### config.mk
export PLATFORM = sky130hd
export DESIGN_NAME = knap_subset_enum
export DESIGN_NICKNAME = d
export VERILOG_FILES = /design/src/rtl/knap_pkg.sv /design/src/rtl/knap_eval.sv /design/src/rtl/knap_subset_enum.sv
export SDC_FILE = /design/constraint.sdc
export NUM_CORES = 1
export LEC_CHECK = 0
export ABC_CLOCK_PERIOD_IN_PS = 6800
export CORE_MARGIN = 3
export CORE_UTILIZATION = 40
export CTS_BUF_LIST = sky130_fd_sc_hd__clkbuf_16
export DETAILED_ROUTE_END_ITERATION = 10
export GPL_TIMING_DRIVEN = 0
export PLACE_DENSITY = 0.75
export REMOVE_ABC_BUFFERS = 1
export SYNTH_ARGS = -nofsm -noshare
export SYNTH_HDL_FRONTEND = slang
export SYNTH_HIERARCHICAL = 1
export SYNTH_SLANG_ARGS = --single-unit
### constraint.sdc
create_clock -name clk -period 6.8 [get_ports clk]
set_clock_uncertainty 0.2 [all_clocks]
set_input_delay 0.68 -clock clk [delete_from_list [all_inputs] [get_ports clk]]
set_output_delay 0.68 -clock clk [all_outputs]
set_load 0.005 [all_outputs]
### src/rtl/knap_pkg.sv
// Shared knapsack item tables, widths, state encoding and the per-subset totals record.
package knap_pkg;
  localparam int N_ITEMS = 5;
  localparam int W       = 32;

  // Packed item4..item0, so item i occupies bits [i*W +: W].
  localparam logic [N_ITEMS*W-1:0] ITEM_VALUE  = {32'd10, 32'd1, 32'd2, 32'd2, 32'd4};
  localparam logic [N_ITEMS*W-1:0] ITEM_WEIGHT = {32'd4,  32'd1, 32'd2, 32'd1, 32'd12};
  localparam logic [N_ITEMS*W-1:0] ITEM_VOLUME = {32'd1,  32'd1, 32'd1, 32'd1, 32'd1};

  typedef enum logic [1:0] {IDLE, SCAN, DRAIN} state_t;

  typedef struct packed {
    logic [W-1:0] value;
    logic [W-1:0] weight;
    logic [W-1:0] volume;
  } totals_t;
endpackage

### src/rtl/knap_eval.sv
// Combinational totals and feasibility for one item selection.
module knap_eval
  import knap_pkg::*;
#(
  parameter int                     N_ITEMS     = knap_pkg::N_ITEMS,
  parameter int                     W           = knap_pkg::W,
  parameter logic [N_ITEMS*W-1:0]   ITEM_VALUE  = knap_pkg::ITEM_VALUE,
  parameter logic [N_ITEMS*W-1:0]   ITEM_WEIGHT = knap_pkg::ITEM_WEIGHT,
  parameter logic [N_ITEMS*W-1:0]   ITEM_VOLUME = knap_pkg::ITEM_VOLUME
) (
  input  logic [N_ITEMS-1:0] sel,
  input  logic [W-1:0]       min_value,
  input  logic [W-1:0]       max_weight,
  input  logic [W-1:0]       max_volume,
  output logic [W-1:0]       total_value,
  output logic [W-1:0]       total_weight,
  output logic [W-1:0]       total_volume,
  output logic               feasible
);
  logic [N_ITEMS-1:0][W-1:0] v_item, w_item, u_item;

  for (genvar i = 0; i < N_ITEMS; i++) begin : g_item
    assign v_item[i] = sel[i] ? ITEM_VALUE[i*W +: W]  : '0;
    assign w_item[i] = sel[i] ? ITEM_WEIGHT[i*W +: W] : '0;
    assign u_item[i] = sel[i] ? ITEM_VOLUME[i*W +: W] : '0;
  end

  always_comb begin
    total_value  = '0;
    total_weight = '0;
    total_volume = '0;
    for (int i = 0; i < N_ITEMS; i++) begin
      total_value  = total_value  + v_item[i];
      total_weight = total_weight + w_item[i];
      total_volume = total_volume + u_item[i];
    end
  end

  assign feasible = (total_value >= min_value) && (total_weight <= max_weight) &&
                    (total_volume <= max_volume);
endmodule

### src/rtl/knap_subset_enum.sv
// Enumerates every item subset, streams feasible ones over valid/ready and tracks best/count.
module knap_subset_enum
  import knap_pkg::*;
#(
  parameter int                   N_ITEMS     = knap_pkg::N_ITEMS,
  parameter int                   W           = knap_pkg::W,
  parameter logic [N_ITEMS*W-1:0] ITEM_VALUE  = knap_pkg::ITEM_VALUE,
  parameter logic [N_ITEMS*W-1:0] ITEM_WEIGHT = knap_pkg::ITEM_WEIGHT,
  parameter logic [N_ITEMS*W-1:0] ITEM_VOLUME = knap_pkg::ITEM_VOLUME
) (
  input  logic               clk,
  input  logic               rst,
  input  logic               start,
  input  logic [W-1:0]       min_value,
  input  logic [W-1:0]       max_weight,
  input  logic [W-1:0]       max_volume,
  output logic               busy,
  output logic               sol_valid,
  input  logic               sol_ready,
  output logic [N_ITEMS-1:0] sol_sel,
  output logic [W-1:0]       sol_value,
  output logic               done,
  output logic [N_ITEMS-1:0] best_sel,
  output logic [W-1:0]       best_value,
  output logic               best_found,
  output logic [N_ITEMS:0]   sol_count
);
  localparam logic [N_ITEMS-1:0] IDX_LAST = '1;

  state_t             state, state_nxt;
  logic [N_ITEMS-1:0] idx;
  logic [W-1:0]       lim_min, lim_wt, lim_vol;
  totals_t            cand;
  logic               cand_ok, adv, take_best;
  logic               unused_totals;

  knap_eval #(
    .N_ITEMS(N_ITEMS), .W(W), .ITEM_VALUE(ITEM_VALUE),
    .ITEM_WEIGHT(ITEM_WEIGHT), .ITEM_VOLUME(ITEM_VOLUME)
  ) u_eval (
    .sel(idx), .min_value(lim_min), .max_weight(lim_wt), .max_volume(lim_vol),
    .total_value(cand.value), .total_weight(cand.weight), .total_volume(cand.volume),
    .feasible(cand_ok)
  );

  // Only the value total leaves this block; weight/volume feed feasibility inside knap_eval.
  assign unused_totals = ^{cand.weight, cand.volume};

  assign busy      = (state != IDLE);
  assign adv       = (state == SCAN) && (!sol_valid || sol_ready);
  assign take_best = cand_ok && (!best_found || cand.value > best_value);

  always_comb begin
    state_nxt = state;
    case (state)
      IDLE:    if (start) state_nxt = SCAN;
      SCAN:    if (adv && idx == IDX_LAST) state_nxt = DRAIN;
      DRAIN:   if (!sol_valid) state_nxt = IDLE;
      default: state_nxt = IDLE;
    endcase
  end

  always_ff @(posedge clk) begin
    if (rst) begin
      state      <= IDLE;
      idx        <= '0;
      lim_min    <= '0;
      lim_wt     <= '0;
      lim_vol    <= '0;
      sol_valid  <= 1'b0;
      sol_sel    <= '0;
      sol_value  <= '0;
      done       <= 1'b0;
      best_sel   <= '0;
      best_value <= '0;
      best_found <= 1'b0;
      sol_count  <= '0;
    end else begin
      state <= state_nxt;
      done  <= 1'b0;
      case (state)
        IDLE: if (start) begin
          lim_min    <= min_value;
          lim_wt     <= max_weight;
          lim_vol    <= max_volume;
          idx        <= '0;
          best_sel   <= '0;
          best_value <= '0;
          best_found <= 1'b0;
          sol_count  <= '0;
        end
        SCAN: if (adv) begin
          if (idx != IDX_LAST) idx <= idx + 1'b1;
          // adv guarantees the slot is empty or being drained this cycle.
          if (cand_ok) begin
            sol_valid <= 1'b1;
            sol_sel   <= idx;
            sol_value <= cand.value;
            sol_count <= sol_count + 1'b1;
          end else begin
            sol_valid <= 1'b0;
          end
          if (take_best) begin
            best_sel   <= idx;
            best_value <= cand.value;
            best_found <= 1'b1;
          end
        end
        DRAIN: begin
          if (sol_valid && sol_ready) sol_valid <= 1'b0;
          else if (!sol_valid)        done      <= 1'b1;
        end
        default: ;
      endcase
    end
  end
endmodule

; ---- Word level (Yosys, flattened, before mapping)
; Cells that the tools add are included.
; Widths: inputs -> output; s select.
[totals]
ff_bits = 186
mem_bits_rw = 0
latch_bits = 0
output_inout_bits = 84
romBits = 0
word_cells = 105
in_bits = 100
n_memories = 0
[classes]
n_reduce_logical = 22
bitwise = 1
div = 0
n_eq_ne = 12
shifts = 0
n_mux = 39
order_cmp = 4
add_sub_neg = 14
multipliers = 0
[ops]
columns = op, n
row1 = $add 32x32->32, 12
row2 = $mux 32, 3
row3 = $le 32x32->1, 2
row4 = $pmux 32 s2, 1
row5 = $ge 32x32->1, 1
row6 = $gt 32x32->1, 1
row7 = $mux 5, 5
row8 = $pmux 5 s2, 2
row9 = $mux 6, 3
row10 = $mux 1, 12
row11 = $ne 2x2->1 const B, 6
row12 = $pmux 6 s2, 1
row13 = $reduce_and 4->1, 3
row14 = $mux 2, 5
row15 = $reduce_and 3->1, 3
row16 = $mux 4, 2
row17 = $add 6x1->6 const B, 1
row18 = $logic_and 1x1->1, 6
row19 = $mux 3, 2
row20 = $pmux 2 s3, 1
row21 = $reduce_bool 2->1, 3
row22 = $add 5x1->5 const B, 1
row23 = $eq 5x5->1 const B, 1
row24 = $ne 5x5->1 const B, 1
row25 = other kinds (10), 14

; ---- Longest topological paths before layout
[depth]
ltp_word = 12
depth_mapped = 19
ltp_nobuf = 16

; ---- Modules after synthesis
; The synthesis kept the hierarchy.
[by_module_without_submodules]
columns = mod, n_inst, area_each_um2, seq_area_each_um2, cells_per_inst
row1 = knap_subset_enum, 1, 7636.1, 3723.6, 951
row2 = knap_eval, 1, 1372.6, 0.0, 184

; ---- Worst setup path after synthesis
; OpenSTA, ideal clock, no wires.
[synth_timing]
path_kind = register to register
from = reg idx[0]
to = reg best_value[26]
synth_period_minus_slack_ns = 4.423
t_required_ns = 6.468
arrival_ns = 4.090
setup_ns = 0.132
stages_incl_launch_ff = 20
path_slack_ns = 2.377
path_cell_list = dfxtp_1 -> inv_1 -> fa_1 -> inv_1 -> fa_1 -> ha_1 -> ha_1 -> nor2b_1 -> o21a_1 -> o2111ai_1 -> o21ai_1 -> a221oi_1 -> and4b_1 -> clkbuf_1 -> o311ai_2 -> a31o_1 -> buf_4 -> buf_4 -> nand4_1 -> a21oi_1
[synth_lines]
columns = element, line_no
row1 = "start, declared", knap_subset_enum.sv:31  ; logic [N_ITEMS-1:0] idx;
row2 = "start signal, assigned", knap_subset_enum.sv:93  ; if (idx != IDX_LAST) idx <= idx + 1'b1;
row3 = "end signal, assigned", knap_subset_enum.sv:105  ; best_value <= cand.value;
row4 = "end, declared", knap_subset_enum.sv:24  ; output logic [W-1:0] best_value,

==> key figures <==
Critical path
  • Required time of the critical path: between 6 and 7 ns
  • CP arrival: around 6.4 ns
  • CP endpoint kind: flip-flop
  • Critical path fanouts, max: 22
  • CP Class: flip-flop to flip-flop
  • Startpoint Class: flip-flop

Placement
  • Port Buf Inserts: 183
  • Post-DP HPWL: 14300 um
  • Post-Place Cells: roughly 1.5k
  • Final Wtd Congestion: roughly 0.82

Timing
  • RSZ-0062 raised after global routing: no
  • Fin crit period: 6.23 ns
  • Max-slew headroom: approximately 8.7%
  • Hold slack: approximately 0.25 ns
  • Maximum clock frequency: ~160 MHz
  • Worst Tran Pin Value: roughly 1.4 ns
  • # setup viols final: 0
  • Max Slew Vio Count: 0
  • Final hold viol count: 0
  • Final worst path period share: 91.6%

Detailed routing
  • Vias: roughly 7.6k
  • DR pass1 iterations: 4
  • Drt wl/cell: approximately 14 um
  • 1st-iter DRT viols: between 300 and 400
  • Avg Vias per Cell: slightly above 5
  • Final WL: between 20000 and 25000 um
  • DRC: 0
  • Final antenna-violating net count: 0

Power and ir drop
  • Maximum ir drop on the vdd rail: 0.151 mV
  • Leak: between 0.004 and 0.005 uW
  • Cell area power density: around 220 nW/um^2

Floorplanning
  • I/O pin count: 184
  • Die width: around 150 um
  • Row cnt: 52
  • Core area: approximately 21000 um^2
  • Die area: 23300 um^2
  • Die height: roughly 150 um
  • Initial core utilization: about two fifths

Clocking
  • CTS clk-pin slew, worst paths: about 0.070 ns
  • Worst-case clock buffer depth: 2
  • Num CTS Buffers: 17
  • Worst-Skew Late Latency: between 0.4 and 0.5 ns
  • Clock root buffer: clkbuf_16
  • Clock sink count: approximately 190
  • H-tree lvl count: 4
  • CTS tree: yes
  • Setup bufs post-CTS: 0

GRT
  • Overflow after GRT: 0
  • Tot GR Track Use: roughly 17%
  • Initial antenna violation count: 1
  • Largest net degree at the start of global routing: slightly above 100
  • First-pass GRT wire length: 34500 um
  • Vias in the first global route: ~7.1k

Hold path
  • HP Class: flip-flop to flip-flop

Synthesis
  • Syn. warnings: 6
  • Syn Std Cell Area: roughly 8600 um^2
  • Syn_area_per_cell: 7.96 um^2
  • Synth Instances: 1079

Cells and area
  • Area Overhead vs Synth: 29.4%
  • Most frequent cells in the layout: nand2_1 (286), a21oi_1 (194), dfxtp_1 (186), clkdlybuf4s50_1 (182), ha_1 (58)
  • Most common cell after layout, fill and taps aside: nand2_1
  • Final Non-Filler Cells: roughly 1.5k
  • Share of cells above drive strength 1: between 4 and 5%
  • Fin nets: 1376
  • Ant diodes: 0

Run
  • Max Cap Violations: 0

Run status
  • Status: complete, no violations
-- per-stage QoR --
| stage | utilization, % | setup TNS (ns) | instance area [um^2] | worst slack, ns | total power (uW) |
|---|---|---|---|---|---|
| floorplan | - | 0 | 8150 | 0.860 | 1300 |
| global placement | 49.9 | -34.02 | 10300 | -1.72 | 1430 |
| detailed placement | 50.6 | 0 | 10500 | 0.438 | 1430 |
| CTS | 53.7 | 0 | 11100 | 0.382 | 2470 |
| global route | 53.7 | 0 | 11100 | 0.106 | 2560 |
| finish | 53.7 | 0 | 11100 | 0.574 | 2450 |
-- layer usage --
layer  up-vias  GRT usage [%]  wire (um)  share of wire, %
met4         2           3.69        195              0.93
met2       200           29.2       9840                47
li1       3903              -          -                 -
met5         -              0          9             0.043
met3        15           4.88       1290               6.2
met1      3452           22.7       9660                46
-- where the power goes --
part	internal (uW)	switching [uW]	total (uW)	leakage [uW]
Sequential	1130	22.0	1150	0.00151
Combinational	122	136	258	0.00222
Clock	567	473	1040	0.000306
Total	1810	631	2450	0.00403
-- final timing paths --
kind	depth (start not counted)	slack, ns	startpoint	end
worst max-delay path	18	0.57	idx[0]$_SDFFE_PP0P_	best_value[0]$_SDFFE_PP0P_
worst min-delay path	2	0.25	lim_vol[30]$_SDFFE_PP0P_	lim_vol[30]$_SDFFE_PP0P_
worst max register to register	18	0.57	idx[0]$_SDFFE_PP0P_	best_value[0]$_SDFFE_PP0P_
worst min register to register	2	0.25	lim_vol[30]$_SDFFE_PP0P_	lim_vol[30]$_SDFFE_PP0P_
-- critical path, cell delays in order, from the launching register on --
cell	delay, ns
dfxtp_1	0.59
inv_1	0.12
fa_1	0.55
inv_1	0.05
fa_1	0.36
ha_1	0.29
ha_1	0.28
nor2b_1	0.14
o21a_1	0.16
o2111ai_1	0.19
o21ai_1	0.12
a221oi_1	0.56
nand4b_1	0.64
buf_8	0.37
buf_8	0.16
a211oi_4	0.78
buf_8	0.25
nor2_1	0.09
o31ai_1	0.22
-- registers in the layout (all words and copies together) (netlist names) --
signal	flops
lim_vol	32
sol_valid	1
best_sel	5
idx	5
best_value	32
sol_value	32
best_found	1
done	1
lim_min	32
sol_count	6
lim_wt	32
state	2
sol_sel	5
-- timing repair --
| action | CTS | global route |
|---|---|---|
| resized for setup | 0 | 0 |
| setup endpoints to repair | 0 | 1 |
| hold buffers | 0 | 0 |
-- layout make-up --
class / instances / area (um^2)
Tap cell: 270 / 338
Clock buffer: 17 / 425
Multi-Input combinational cell: 767 / 4250
Sequential cell: 186 / 3720
Inverter: 55 / 206
Clock inverter: 15 / 208
Fill cell: 1984 / 9580
Timing Repair Buffer: 189 / 1960
Note: power is estimated with default switching activity, not from simulation.
